`src/rtl/hls_infer_pkg.sv`:
```
// Shared types and defaults for the HLS inference core initiator (hls_infer_driver).
package hls_infer_pkg;

    typedef enum logic [1:0] {FILL, LAUNCH, WAIT, HOLD} state_t;

    localparam int N_SAMPLES_DEF   = 75;
    localparam int SAMPLE_W_DEF    = 24;
    localparam int OUT_W_DEF       = 24;
    localparam int TIMEOUT_CYC_DEF = 4096;

    function automatic int cnt_width(input int n);
        return (n > 1) ? $clog2(n) : 1;
    endfunction

    localparam int CNT_W = cnt_width(N_SAMPLES_DEF);

endpackage

```
`src/rtl/hls_infer_driver.sv`:
```
// Initiator for the ap_ctrl_hs inference core: packs a sample frame, launches the core, captures both scores.
// Optional watchdog on the core's ap_done is enabled by defining HLS_TIMEOUT_EN.
module hls_infer_driver
    import hls_infer_pkg::*;
#(
    parameter int N_SAMPLES   = N_SAMPLES_DEF,
    parameter int SAMPLE_W    = SAMPLE_W_DEF,
    parameter int OUT_W       = OUT_W_DEF,
    parameter int TIMEOUT_CYC = TIMEOUT_CYC_DEF
) (
    input  logic                            clk,
    input  logic                            rst,
    input  logic [SAMPLE_W-1:0]             s_data,
    input  logic                            s_valid,
    input  logic                            s_last,
    output logic                            s_ready,
    output logic                            hls_start,
    output logic [N_SAMPLES*SAMPLE_W-1:0]   hls_input,
    output logic                            hls_input_vld,
    input  logic                            hls_done,
    input  logic [OUT_W-1:0]                hls_out_0,
    input  logic [OUT_W-1:0]                hls_out_1,
    input  logic                            hls_out_0_vld,
    input  logic                            hls_out_1_vld,
    output logic [OUT_W-1:0]                r_score_0,
    output logic [OUT_W-1:0]                r_score_1,
    output logic                            r_valid,
    input  logic                            r_ready,
    output logic                            busy,
    output logic                            frame_err,
    output logic                            timeout_err
);

    localparam int CW = cnt_width(N_SAMPLES);
    localparam int IW = cnt_width(N_SAMPLES * SAMPLE_W);
    localparam logic [CW-1:0] CNT_LAST = CW'(N_SAMPLES - 1);

    state_t        state, state_nxt;
    logic [CW-1:0] cnt;
    logic [IW-1:0] wr_lsb;
    logic          s_hs;
    logic          at_last;
    logic          wd_fire;

    assign s_hs    = s_valid && s_ready;
    assign at_last = (cnt == CNT_LAST);
    assign wr_lsb  = IW'(cnt) * IW'(SAMPLE_W);
    assign busy    = (state != FILL) || (cnt != '0);

    always_ff @(posedge clk or posedge rst) begin
        if (rst) state <= FILL;
        else     state <= state_nxt;
    end

    always_comb begin
        state_nxt = state;
        unique case (state)
            FILL:    if (s_hs && at_last)      state_nxt = LAUNCH;
            LAUNCH:                            state_nxt = WAIT;
            WAIT:    if (hls_done || wd_fire)  state_nxt = HOLD;
            HOLD:    if (r_ready)              state_nxt = FILL;
            default:                           state_nxt = FILL;
        endcase
    end

    always_comb begin
        s_ready       = 1'b0;
        hls_start     = 1'b0;
        hls_input_vld = 1'b0;
        r_valid       = 1'b0;
        unique case (state)
            FILL:    s_ready = 1'b1;
            LAUNCH:  begin hls_start = 1'b1; hls_input_vld = 1'b1; end
            WAIT:    ;
            HOLD:    r_valid = 1'b1;
            default: ;
        endcase
    end

    // Packer: a frame that ends early is dropped but its samples stay in the vector until overwritten.
    always_ff @(posedge clk or posedge rst) begin
        if (rst) begin
            cnt       <= '0;
            hls_input <= '0;
            frame_err <= 1'b0;
        end else if (s_hs) begin
            hls_input[wr_lsb +: SAMPLE_W] <= s_data;
            if (at_last) begin
                cnt <= '0;
                if (!s_last) frame_err <= 1'b1;
            end else if (s_last) begin
                cnt       <= '0;
                frame_err <= 1'b1;
            end else begin
                cnt <= cnt + 1'b1;
            end
        end
    end

    // A score that never strobes reads back as 0 because its register is cleared at launch.
    always_ff @(posedge clk or posedge rst) begin
        if (rst) begin
            r_score_0 <= '0;
            r_score_1 <= '0;
        end else if (state == LAUNCH) begin
            r_score_0 <= '0;
            r_score_1 <= '0;
        end else if (state == WAIT) begin
            if (hls_out_0_vld) r_score_0 <= hls_out_0;
            if (hls_out_1_vld) r_score_1 <= hls_out_1;
        end
    end

`ifdef HLS_TIMEOUT_EN
    localparam int WD_W = $clog2(TIMEOUT_CYC + 1);

    logic [WD_W-1:0] wd_cnt;
    logic            timeout_q;

    assign wd_fire     = (state == WAIT) && (wd_cnt == WD_W'(TIMEOUT_CYC - 1));
    assign timeout_err = timeout_q;

    always_ff @(posedge clk or posedge rst) begin
        if (rst) begin
            wd_cnt    <= '0;
            timeout_q <= 1'b0;
        end else begin
            if (state == LAUNCH)
                wd_cnt <= '0;
            else if (state == WAIT && !wd_fire)
                wd_cnt <= wd_cnt + 1'b1;
            if (wd_fire && !hls_done)
                timeout_q <= 1'b1;
        end
    end
`else
    assign wd_fire     = 1'b0;
    assign timeout_err = 1'b0;
`endif

endmodule

```
`config.mk`:
```
export PLATFORM = sky130hd
export DESIGN_NAME = hls_infer_driver
export DESIGN_NICKNAME = d
export VERILOG_FILES = /design/src/rtl/hls_infer_pkg.sv /design/src/rtl/hls_infer_driver.sv
export SDC_FILE = /design/constraint.sdc
export NUM_CORES = 2
export LEC_CHECK = 0
export BUFFER_PORTS_ARGS = -buffer_cell sky130_fd_sc_hd__buf_2
export CORE_AREA = 5 5 760 762
export CTS_BUF_LIST = sky130_fd_sc_hd__clkbuf_8
export DETAILED_ROUTE_END_ITERATION = 10
export DIE_AREA = 0 0 765 767
export MAX_ROUTING_LAYER = met4
export PLACE_DENSITY = 0.39
export SLEW_MARGIN = 40
export SYNTH_ARGS = -nofsm -noshare
export SYNTH_HDL_FRONTEND = slang
export SYNTH_SLANG_ARGS = --single-unit
```
`constraint.sdc`:
```
create_clock -name clk -period 70 [get_ports clk]
set_input_delay 14 -clock clk [delete_from_list [all_inputs] [get_ports clk]]
set_output_delay 14 -clock clk [all_outputs]
set_load 0.01 [all_outputs]
```
==> impl_metrics.csv <==
group,metric,value,unit
final_layout,final_nets,7559,
sta,max_slew.worst_pin.slew,0.927,ns
sta,slew_headroom,38.0,%
sta,setup_violations,0,
final_layout,n_fill_cell,63100,
setup_path,worstPathRequired,56.00,ns
sta,finalWorstSetupSlack,52.71,ns
power,leakagePower,54.0,nW
sta,setup_tns,0,ns
clock_tree,cts_root_buf,"clkbuf_8",
floorplanning,die_h,767,um
floorplanning,dieArea,587000,um2
setup_path,end_kind,"output port",
floorplanning,ios,1935,
floorplanning,core_area,571000,um2
synth,synth_edf_count,0,
clock_tree,ctsHoldBuffers,0,
clock_tree,clk_pin_slew,0.06,ns
clock_tree,cts_tree,"done",
sta,timing.fmax,57.8,MHz
synth,synth.top_cells.by_count,"dfrtp_1 (1858), mux2_2 (1603), nor2_1 (316)",
sta,rsz0062_at_grt,"false",
synth,syn_avg_cell_area,14.4,um2
synth,synth_area_leaders,"dfrtp_1 (62%), mux2_2 (24%), a22o_1 (1.6%)",
detailed_routing,drt_iter0_drc,2797,
final_layout,multi_input_area,28000,um2
synth,ys_warn_count,0,
setup_path,cp_max_fo,55,
floorplanning,die_x,765,um
setup_path,arrival,3.29,ns
clock_tree,cts_buffers,355,
place,dp.cells,14700,
setup_path,cp-start-kind,"flop",
detailed_routing,detail_route.wl_per_cell,32.7,um
setup_path,path_class,"reg2out",
floorplanning,std_cell_rows,278,
synth,synth_most_common_cell,"dfrtp_1",
final_layout,fin_util,18.0,%
clock_tree,cts.sinks,1858,
clock_tree,htree_levels,5,
power,power_density,30.7,nW/um2
global_routing,antenna_found_initial,109,
synth,synthesis.nets,5269,
detailed_routing,ant_nets,0,
run,max_cap_viol_count,0,
synth,ys.flop_type,"dfrtp_1",
detailed_routing,finalWirelength,501,mm
synth,async_reset_ff_share,100,%
place,pre_cts_ws,50.88,ns
synth,netlist-cell-type-count,84,
final_layout,stdcell_count,15300,
run_status,status,"completed",
synth,synth_area,74500,um2
synth,synth-seq-cells,1858,
place,dp_hpwl,398,mm
power,ir_drop,16.0,uV
global_routing,grt_max_degree,125,
final_layout,regArea,46500,um2
hold_path,hold_path_class,"reg2reg",
detailed_routing,first_pass_iters,9,
clock_tree,clock_path_buffers,4,
detailed_routing,avgViaCountPerCell,3.58,
final_layout,area_growth,38.2,%
final_layout,drive_gt1_share,58.9,%
clock_tree,cts_post_setup_buffers_inserted,0,
sta,drv_slew,0,
sta,clock_skew,0.108,ns
synth,synthCells,5170,
sta,period_needed,17.29,ns
place,place_congestion,0.785,
detailed_routing,vias,54800,
global_routing,grt_overflow,0,
sta,hold_viol,0,
synth,yosys.area.top_type,"dfrtp_1",
floorplanning,initial_core_util,13.1,%
synth,ys_seq_area_share,62.4,%
global_routing,grt_use_total,16.9,%
global_routing,grt_pass1_vias,58300,
global_routing,grt_pass1_wl,636,mm
detailed_routing,drc,0,
clock_tree,clock_latency,1.15,ns
power,power,3.16,mW
synth,synth_top_area_share,62.4,%
place,portBuffers,1933,
sta,fin_crit_sh,24.7,%
clock_tree,post_cts_resized,0,
-- area by class of cell --
class	instances	area share (%)
clock inverters	171	1.13
flip-flops and latches	1858	45.2
repair buffers	2142	11.3
inverters	24	0.0948
diodes	64	0.156
well taps	7560	9.19
clock buffers	433	5.79
multi-input cells	3079	27.2
-- critical path: stages (launching register included) --
cell      delay [ns]
dfrtp_2         0.35
buf_4           0.57
clkinv_1        0.15
buf_4           0.28
ha_2            0.23
nor2b_1         0.12
nand4_1         0.11
buf_2           0.29
-- registers in the layout (all words and copies together) (netlist names) --
name / flops
state: 2
hls_input: 1800
r_score_1: 24
cnt: 7
frame_err: 1
r_score_0: 24
-- per-stage QoR --
| stage | hold WS (ns) | cell area (um2) |
|---|---|---|
| final | 0.476 | 103000 |
| after floorplan | 0.493 | 74500 |
| after detailed placement | 0.467 | 95600 |
| after global placement | 0.459 | 94700 |
| after CTS | 0.480 | 103000 |
| after global routing | 0.490 | 103000 |
-- cell usage in the layout, fill, tap and decap left out, types with 8 or more instances in the layout --
master,netlist,layout
a32oi_2,8,8
a21oi_1,106,96
inv_12,0,10
a22oi_1,24,16
nand3_1,21,13
a22o_1,136,120
o2bb2ai_1,16,16
and2_1,15,11
o21ai_0,130,127
mux2_1,77,77
buf_2,29,1932
buf_6,1,18
nand2b_1,55,54
a222oi_1,9,9
mux2_2,1603,1603
nor3_4,5,8
inv_1,23,146
a21boi_0,10,10
clkinv_2,0,11
nor2_2,62,113
ha_1,18,15
nor2_1,316,249
clkbuf_8,0,433
nor2b_1,12,10
a22o_4,0,8
buf_4,5,164
a22o_2,0,8
a21oi_4,0,8
diode_2,0,64
nor2_4,12,28
bufinv_16,0,9
nand2_1,268,254
a22oi_2,1,9
dfrtp_1,1858,1857
nand2_4,10,13
nor3_2,14,13
buf_12,0,16
nand2_2,23,32
-- worst paths after layout --
| path | slack [ns] | startpoint | cells past startpoint | endpoint |
|---|---|---|---|---|
| worst max-delay path | 52.71 | cnt[0]$_DFFE_PP0P_ | 7 | busy |
| min in group asynchronous | 12.91 | rst | 2 | hls_input[1778]$_DFFE_PP0P_ |
| max in group asynchronous | 52.83 | rst | 8 | hls_input[658]$_DFFE_PP0P_ |
| worst max register to register | 63.12 | cnt[0]$_DFFE_PP0P_ | 16 | hls_input[1731]$_DFFE_PP0P_ |
| worst min-delay path | 0.48 | hls_input[8]$_DFFE_PP0P_ | 2 | hls_input[8]$_DFFE_PP0P_ |
| worst min register to register | 0.48 | hls_input[8]$_DFFE_PP0P_ | 2 | hls_input[8]$_DFFE_PP0P_ |
-- where the power goes --
| group | internal [mW] | switching (mW) | total [mW] |
|---|---|---|---|
| Sequential | 1.16 | 0.0473 | 1.21 |
| Combinational | 0.208 | 0.627 | 0.835 |
| Clock | 0.593 | 0.522 | 1.12 |
| Total | 1.96 | 1.20 | 3.16 |
-- per-layer routing --
layer  up-vias  GRT usage [%]  wire length [um]
met5         -              -                 0
met4         0           4.95             16400
met3       568           5.62             43300
met2      2214           27.6            237000
met1     28800           19.8            204000
li1      23200              -                 -
-- kinds of logic after synthesis --
family / after synthesis / synth area share, %
xor gates and xnor gates: 10 / 0.128
and+or+nand+nor: 851 / 5.51
AOI/OAI and AO/OA: 510 / 4.87
muxes: 1688 / 25.5
adders and majority gates: 19 / 0.329
other: 1 / 0.00503
DFF: 1858 / 62.4
buffers and inverters: 233 / 1.26
(Power assumes the default switching activity.)
